### src/rtl/dbg_probe_capture.sv
// Debug probe selector with a registered live view and a DEPTH-deep capture window
// (triggered or immediate) that is drained word by word through a FIFO-style read port.
`timescale 1ns/1ps
module dbg_probe_capture #(
  parameter int NUM_CH = 8,
  parameter int DATA_W = 4,
  parameter int DEPTH  = 16,
  localparam int SEL_W = $clog2(NUM_CH),
  localparam int CNT_W = $clog2(DEPTH + 1)
) (
  input  logic                       inClock,
  input  logic                       inReset,
  input  logic [NUM_CH*DATA_W-1:0]   inProbeData,
  input  logic [SEL_W-1:0]           inSel,
  input  logic                       inSelLoad,
  input  logic [1:0]                 inMode,
  input  logic [DATA_W-1:0]          inTrigMask,
  input  logic [DATA_W-1:0]          inTrigValue,
  input  logic                       inArm,
  input  logic                       inAbort,
  input  logic                       inReadEnable,
  output logic [DATA_W-1:0]          outLiveData,
  output logic [DATA_W-1:0]          outData,
  output logic                       outValid,
  output logic                       outTriggered,
  output logic                       outFull,
  output logic                       outEmpty,
  output logic [CNT_W-1:0]           outCount,
  output logic                       outBusy,
  output logic                       outReadError
);

  localparam int PTR_W = $clog2(DEPTH);

  typedef enum logic [1:0] {IDLE, ARMED, CAPTURE, DONE} state_e;

  state_e             state_q;
  logic [SEL_W-1:0]   sel_q;
  logic [PTR_W-1:0]   wrPtr_q;
  logic [PTR_W-1:0]   rdPtr_q;
  logic [CNT_W-1:0]   count_q;
  logic [DATA_W-1:0]  liveData_q;
  logic [DATA_W-1:0]  data_q;
  logic               valid_q;
  logic               triggered_q;
  logic               readErr_q;
  logic [DATA_W-1:0]  mem_q [DEPTH];

  logic [DATA_W-1:0]  selData;
  logic [SEL_W-1:0]   selClamped;
  logic               trigMatch;
  logic               wrEn;

  always_comb begin
    selData = '0;
    for (int k = 0; k < NUM_CH; k++) begin
      if (sel_q == SEL_W'(k)) selData = inProbeData[k*DATA_W +: DATA_W];
    end
  end

  assign selClamped = (32'(inSel) >= 32'(NUM_CH)) ? SEL_W'(NUM_CH - 1) : inSel;
  assign trigMatch  = ((selData ^ inTrigValue) & inTrigMask) == '0;
  // The matching sample itself becomes word 0, so ARMED writes in the same cycle it triggers.
  assign wrEn = !inReset && !inAbort &&
                ((state_q == ARMED && trigMatch) || state_q == CAPTURE);

  always_ff @(posedge inClock) begin
    if (wrEn) mem_q[wrPtr_q] <= selData;
  end

  always_ff @(posedge inClock) begin
    if (inReset) begin
      state_q     <= IDLE;
      sel_q       <= '0;
      wrPtr_q     <= '0;
      rdPtr_q     <= '0;
      count_q     <= '0;
      liveData_q  <= '0;
      data_q      <= '0;
      valid_q     <= 1'b0;
      triggered_q <= 1'b0;
      readErr_q   <= 1'b0;
    end else begin
      liveData_q <= selData;
      valid_q    <= 1'b0;
      if (inAbort) begin
        state_q <= IDLE;
        wrPtr_q <= '0;
        rdPtr_q <= '0;
        count_q <= '0;
      end else begin
        if (wrEn) begin
          wrPtr_q <= wrPtr_q + PTR_W'(1);
          count_q <= count_q + CNT_W'(1);
        end
        case (state_q)
          IDLE: begin
            if (inSelLoad) sel_q <= selClamped;
            if (inArm && (inMode == 2'b01 || inMode == 2'b10)) begin
              state_q     <= (inMode == 2'b01) ? ARMED : CAPTURE;
              wrPtr_q     <= '0;
              rdPtr_q     <= '0;
              count_q     <= '0;
              triggered_q <= 1'b0;
              readErr_q   <= 1'b0;
            end
          end
          ARMED: begin
            if (trigMatch) begin
              triggered_q <= 1'b1;
              state_q     <= CAPTURE;
            end
          end
          CAPTURE: begin
            if (count_q == CNT_W'(DEPTH - 1)) state_q <= DONE;
          end
          DONE: begin
            if (inSelLoad) sel_q <= selClamped;
            if (inReadEnable && count_q != '0) begin
              data_q  <= mem_q[rdPtr_q];
              valid_q <= 1'b1;
              rdPtr_q <= rdPtr_q + PTR_W'(1);
              count_q <= count_q - CNT_W'(1);
              if (count_q == CNT_W'(1)) state_q <= IDLE;
            end
          end
          default: state_q <= IDLE;
        endcase
        // Placed after the arm branch so an underflow in the arming cycle still registers.
        if (inReadEnable && (state_q != DONE || count_q == '0)) readErr_q <= 1'b1;
      end
    end
  end

  assign outLiveData  = liveData_q;
  assign outData      = data_q;
  assign outValid     = valid_q;
  assign outTriggered = triggered_q;
  assign outFull      = (state_q == DONE);
  assign outEmpty     = (count_q == '0);
  assign outCount     = count_q;
  assign outBusy      = (state_q == ARMED) || (state_q == CAPTURE);
  assign outReadError = readErr_q;

endmodule

### config.mk
export PLATFORM = sky130hd
export DESIGN_NAME = dbg_probe_capture
export DESIGN_NICKNAME = d
export VERILOG_FILES = /design/src/rtl/dbg_probe_capture.sv
export SDC_FILE = /design/constraint.sdc
export NUM_CORES = 1
export LEC_CHECK = 0
export ABC_CLOCK_PERIOD_IN_PS = 4300
export CAP_MARGIN = 5
export CELL_PAD_IN_SITES_DETAIL_PLACEMENT = 0
export CELL_PAD_IN_SITES_GLOBAL_PLACEMENT = 1
export CORE_AREA = 3 3 112 156
export DETAILED_ROUTE_END_ITERATION = 16
export DIE_AREA = 0 0 115 159
export GPL_TIMING_DRIVEN = 0
export HOLD_SLACK_MARGIN = 0.1
export PLACE_DENSITY = 0.61
export RECOVER_POWER = 50
export SLEW_MARGIN = 20
export SYNTH_ARGS = -nofsm -noshare
export SYNTH_HDL_FRONTEND = slang
export SYNTH_SLANG_ARGS = --single-unit
export TNS_END_PERCENT = 30
### constraint.sdc
create_clock -name inClock -period 4.3 [get_ports inClock]
set_clock_uncertainty 0.15 [all_clocks]
set_input_delay 1.29 -clock inClock [delete_from_list [all_inputs] [get_ports inClock]]
set_output_delay 1.29 -clock inClock [all_outputs]
set_load 0.1 [all_outputs]
# Word-level counts from Yosys, hierarchy flattened
# Memory sizes are Yosys's and may differ from the RTL's. A register that Yosys moved wholly into a read port is not among the register bits.
# Index checks and enable logic that the tools add are counted.
# W data, S select, Z words.
[totals] ff_bits=25 mem_bits_rw=64 inputBits=51 wordCells=101 mem_count=1
[mem_list] name="mem_q" words=16 width=4 read_ports=1 rd_ports_with_merged_regs=1 write_ports=1 line="47" text="logic [DATA_W-1:0] mem_q [DEPTH];"
[classes] add_sub_neg=4 eq_ne=20 muxes=33 bitwise=4 n_reduce_logical=30
[ops] op="$mux W4" count=13
[ops] op="$mux W5" count=3
[ops] op="$eq A3 B3 Y1 const B" count=4
[ops] op="$mux W2" count=6
[ops] op="$reduce_and A3 Y1" count=4
[ops] op="$pmux W5 S2" count=1
[ops] op="$add A4 B1 Y4 const B" count=2
[ops] op="$ne A2 B2 Y1 const B" count=4
[ops] op="$pmux W2 S4" count=1
[ops] op="$pmux W4 S2" count=1
[ops] op="$reduce_bool A2 Y1" count=4
[ops] op="$mux W1" count=7
[ops] op="$eq A2 B2 Y1 const B" count=3
[ops] op="$eq A3 B2 Y1 const B" count=2
[ops] op="$logic_and A1 B1 Y1" count=6
[ops] op="$add A5 B1 Y5 const B" count=1
[ops] op="$eq A5 B1 Y1 const B" count=1
[ops] op="$eq A5 B4 Y1 const B" count=1
[ops] op="$logic_not A5 Y1" count=1
[ops] op="$reduce_and A5 Y1" count=1
[ops] op="$reduce_bool A5 Y1" count=1
[ops] op="$sub A5 B1 Y5 const B" count=1
[ops] op="$and A4 B4 Y4" count=1
[ops] op="$eq A2 B1 Y1 const B" count=2
[ops] op="other kinds (13)" count=20

# Depth between registers and ports, before layout
[logic_depth] word_depth=18 mapped_depth=11 depth_no_buf=9

# Worst setup path after synthesis
# Ideal clock, no wire load.
[synth_path] path_type="input -> register" from="input inProbeData[11]" to="memory mem_q[2][0], enable pin" arrival_time_ns=3.298 t_required_ns=3.840 path_slack_ns=0.542 stages=9 cell_sequence="mux4_1 -> or2_1 -> a32oi_4 -> xor2_2 -> o2111a_1 -> a31oi_2 -> nor2_1 -> buf_2 -> and4bb_1"
[synth_via] elab_chain_cells=14
[synth_lines] item="from (decl)" line="13" text="input logic [NUM_CH*DATA_W-1:0] inProbeData,"
[synth_lines] item="$mux W4 (6 in a row)" line="57" text="if (sel_q == SEL_W'(k)) selData = inProbeData[k*DATA_W +: DATA_W];"
[synth_lines] item="$xor A4 B4 Y4" line="62" text="assign trigMatch = ((selData ^ inTrigValue) & inTrigMask) == '0;"
[synth_lines] item="$and A4 B4 Y4" line="62"
[synth_lines] item="$logic_not A4 Y1" line="62"
[synth_lines] item="$logic_and A1 B1 Y1" line="65" text="((state_q == ARMED && trigMatch) || state_q == CAPTURE);"
[synth_lines] item="$logic_or A1 B1 Y1" line="65"
[synth_lines] item="$logic_and A1 B1 Y1" line="64" text="assign wrEn = !inReset && !inAbort &&"
[synth_lines] item="$mux W1" line="68" text="if (wrEn) mem_q[wrPtr_q] <= selData;"
[synth_lines] item="$mux W1 (implied by the code)" line="68"
[synth_lines] item="to (decl)" line="47"
# Every way passes these cells.

# Worst setup path in the final report
[layout_path] from="input inProbeData[11]" to="memory mem_q[8][3], enable pin"
# The elaborated chain is that of the path after synthesis.

==> results.ini <==
[layout]
antenna_cells = 0
drive_gt1_frac = 0.153
layout_common_cells = edfxtp_1 (64), clkdlybuf4s50_1 (54), nor2_1 (33)
instances_no_fill = 677
area_growth_pct = 26.3
nets = 538
final_common_cell = edfxtp_1
fillers = 1589

[critical_path]
end_kind = flop
cp-start-kind = input port
crit_type = in -> reg
path_cells = clkdlybuf4s50_1, mux4_1, or2_0, a32oi_4, xor2_2, o2111a_2, a31oi_4, nor2_1, clkbuf_4, and4b_2
cp_slowest_cell = mux4_1
critPathMaxFanout = 10
critical-path-max-stage-delay_ns = 0.50
required_ns = 4.19
arrival_ns = 4.07

[global_route]
grt_use_total = 0.139
antenna_found_initial = 0
grt_max_degree = 18
grt_pass1_vias = 3488
grt_overflow = 0
grt_first_pass_wirelength_um = 19500

[yosys]
synth_seq_cells = 93
synthCells = 390
ys_seq_area_frac = 0.520
syn_nets = 455
synth.distinct_cells = 64
syn_area_um2 = 4810
synth_top_area_frac = 0.399
synth.avg_cell_area_um2 = 12.3
yosys.area.top_type = edfxtp_1
synth-warning-count = 0
synthFlopType = edfxtp_1
synth_edf_count = 64
synth_area_leaders = edfxtp_1 (40%), dfxtp_1 (12%), mux4_2 (9.4%), ha_1 (3.6%), mux2i_1 (2.9%)
synthArstFlopShare = 0

[routing]
routed-via-count = 3457
vias_per_cell = 5.11
ant_nets = 0
drc = 0
totalWireLength_um = 12300
drt-wirelength-per-cell_um = 18.2
first_iter_violations = 114
firstDrtPassIters = 6

[timing]
slew_viol_final = 0
finalSetupViolations = 0
whs_ns = 0.345
timing.fmax_mhz = 240
maxSlewHeadroom = 0.0910
tightest_slew_ns = 1.36
timing.final.crit_share = 0.971
fin_crit_ns = 4.17
hold_viol_final = 0

[place]
portBuffers = 69
placed_cells = 659
dpl.hpwl_um = 9440
place_congestion = 0.828

[die]
dieArea_um2 = 18300
core_area_um2 = 16200
die_w_um = 115
initial_core_util = 0.296
io_pins = 70
die_h_um = 159
core.rowCount = 55

[pwr]
ir_drop_mv = 0.135
p_sw_w = 0.000540
intPower_w = 0.00150
pwr-share-comb = 0.146
powerDensity_nw_per_um2 = 336
p_leak_nw = 2.08
switching_share = 0.264
p_seq_frac = 0.483
power_frac_clock = 0.370
power_w = 0.00204

[clocking]
insertion_delay_ns = 0.34
numCtsBuffers = 9
clock_sinks = 93
cts.root.buffer_cell = clkbuf_16
tritoncts = built
cts.clk_slew.worst_paths_ns = 0.07
cts_hold_buffers = 0
cts_max_path_buffers = 2
htree_levels = 3

[run_status]
outcome = finished, final reports clean

[job]
drv_cap = 0

[worst_hold_path]
hp-class = reg -> reg

## flip-flops by register name, indices dropped and copies added, names as in the netlist
register      flops
mem_q            64
outCount          5
outData           4
outLiveData       4
outReadError      1
outTriggered      1
outValid          1
rdPtr_q           4
sel_q             3
state_q           2
wrPtr_q           4
## critical path, delay by kind of cell
family	cells	cell delay, ns
simple gates	3	0.75
buf+inv	2	0.63
compound gates	3	0.63
mux	1	0.50
xor+xnor	1	0.26
## power groups by stage
stage               logic (W)  registers (W)  clock network (W)
global route         0.000326       0.000989           0.000806
finish               0.000299       0.000988           0.000757
global placement     0.000295        0.00101                  0
detailed placement   0.000302        0.00101                  0
CTS                  0.000303       0.000988           0.000772
floorplan            0.000150        0.00104                  0
## cell type report
cell class                 count  area (um2)  area share
multi-input combinational    258        2170       0.357
clock buffer                  10         239      0.0393
clock inverter                 6        45.0     0.00741
buffer                        21        98.8      0.0163
timing repair buffer          72         706       0.116
tap                          199         249      0.0410
inverter                      18        67.6      0.0111
sequential                    93        2500       0.412
## cell families (layout without fill, tap and decap cells)
family	count (synthesis)	after routing	synth area share
flops	93	93	0.520
simple gates	124	124	0.145
xor+xnor	6	6	0.0125
compound gates	77	77	0.119
mux	37	37	0.133
fa+ha+maj	14	14	0.0364
buf+inv	39	127	0.0341
## layer usage
metal	wire [um]	global-route usage	vias up
met1	4910	0.163	1705
li1	-	-	1667
met5	0	0	-
met4	141	0.0352	0
met2	6870	0.257	74
met3	405	0.0243	11
## final timing paths
check	to	startpoint	slack (ns)	depth (start not counted)
hold reg to reg	outData[3]	outData[3]	0.34	2
setup / recovery	mem_q[8][3]	inProbeData[11]	0.13	10
setup reg to reg	mem_q[8][3]	sel_q[1]	0.92	10
hold / removal	outData[3]	outData[3]	0.34	2
## Yosys cell counts (all sizes together), types with 3 or more instances
cell type	number
a21boi	3
nand2b	6
edfxtp	64
nor3	11
and3	3
nand4	3
ha	14
buf	10
o21ai	14
and4	5
a31oi	4
xor2	3
mux2i	14
a211oi	6
nand2	19
dfxtp	29
mux4	21
clkbuf	11
inv	18
and4bb	4
nor3b	3
or2	4
nand3	11
nor2	33
nor2b	9
and4b	8
xnor2	3
a21oi	26
## what timing repair did
| item | CTS | global route |
|---|---|---|
| setup buffers | 0 | 2 |
| gates resized for setup | 2 | 14 |
| setup endpoints to repair | 5 | 64 |
| pin swaps | 0 | 4 |
## through the flow
| stage | area, um2 | util | setup TNS, ns | worst slack (ns) |
|---|---|---|---|---|
| after CTS | 6050 | 0.373 | 0 | 0.0155 |
| after global placement | 5750 | 0.354 | -17.08 | -0.308 |
| after floorplan | 4810 | - | 0 | 0.542 |
| final | 6080 | 0.374 | 0 | 0.126 |
| after global routing | 6080 | 0.374 | -0.0274 | -0.00431 |
| after detailed placement | 5770 | 0.355 | -18.93 | -0.357 |
Note: power is estimated with default switching activity, not from simulation.
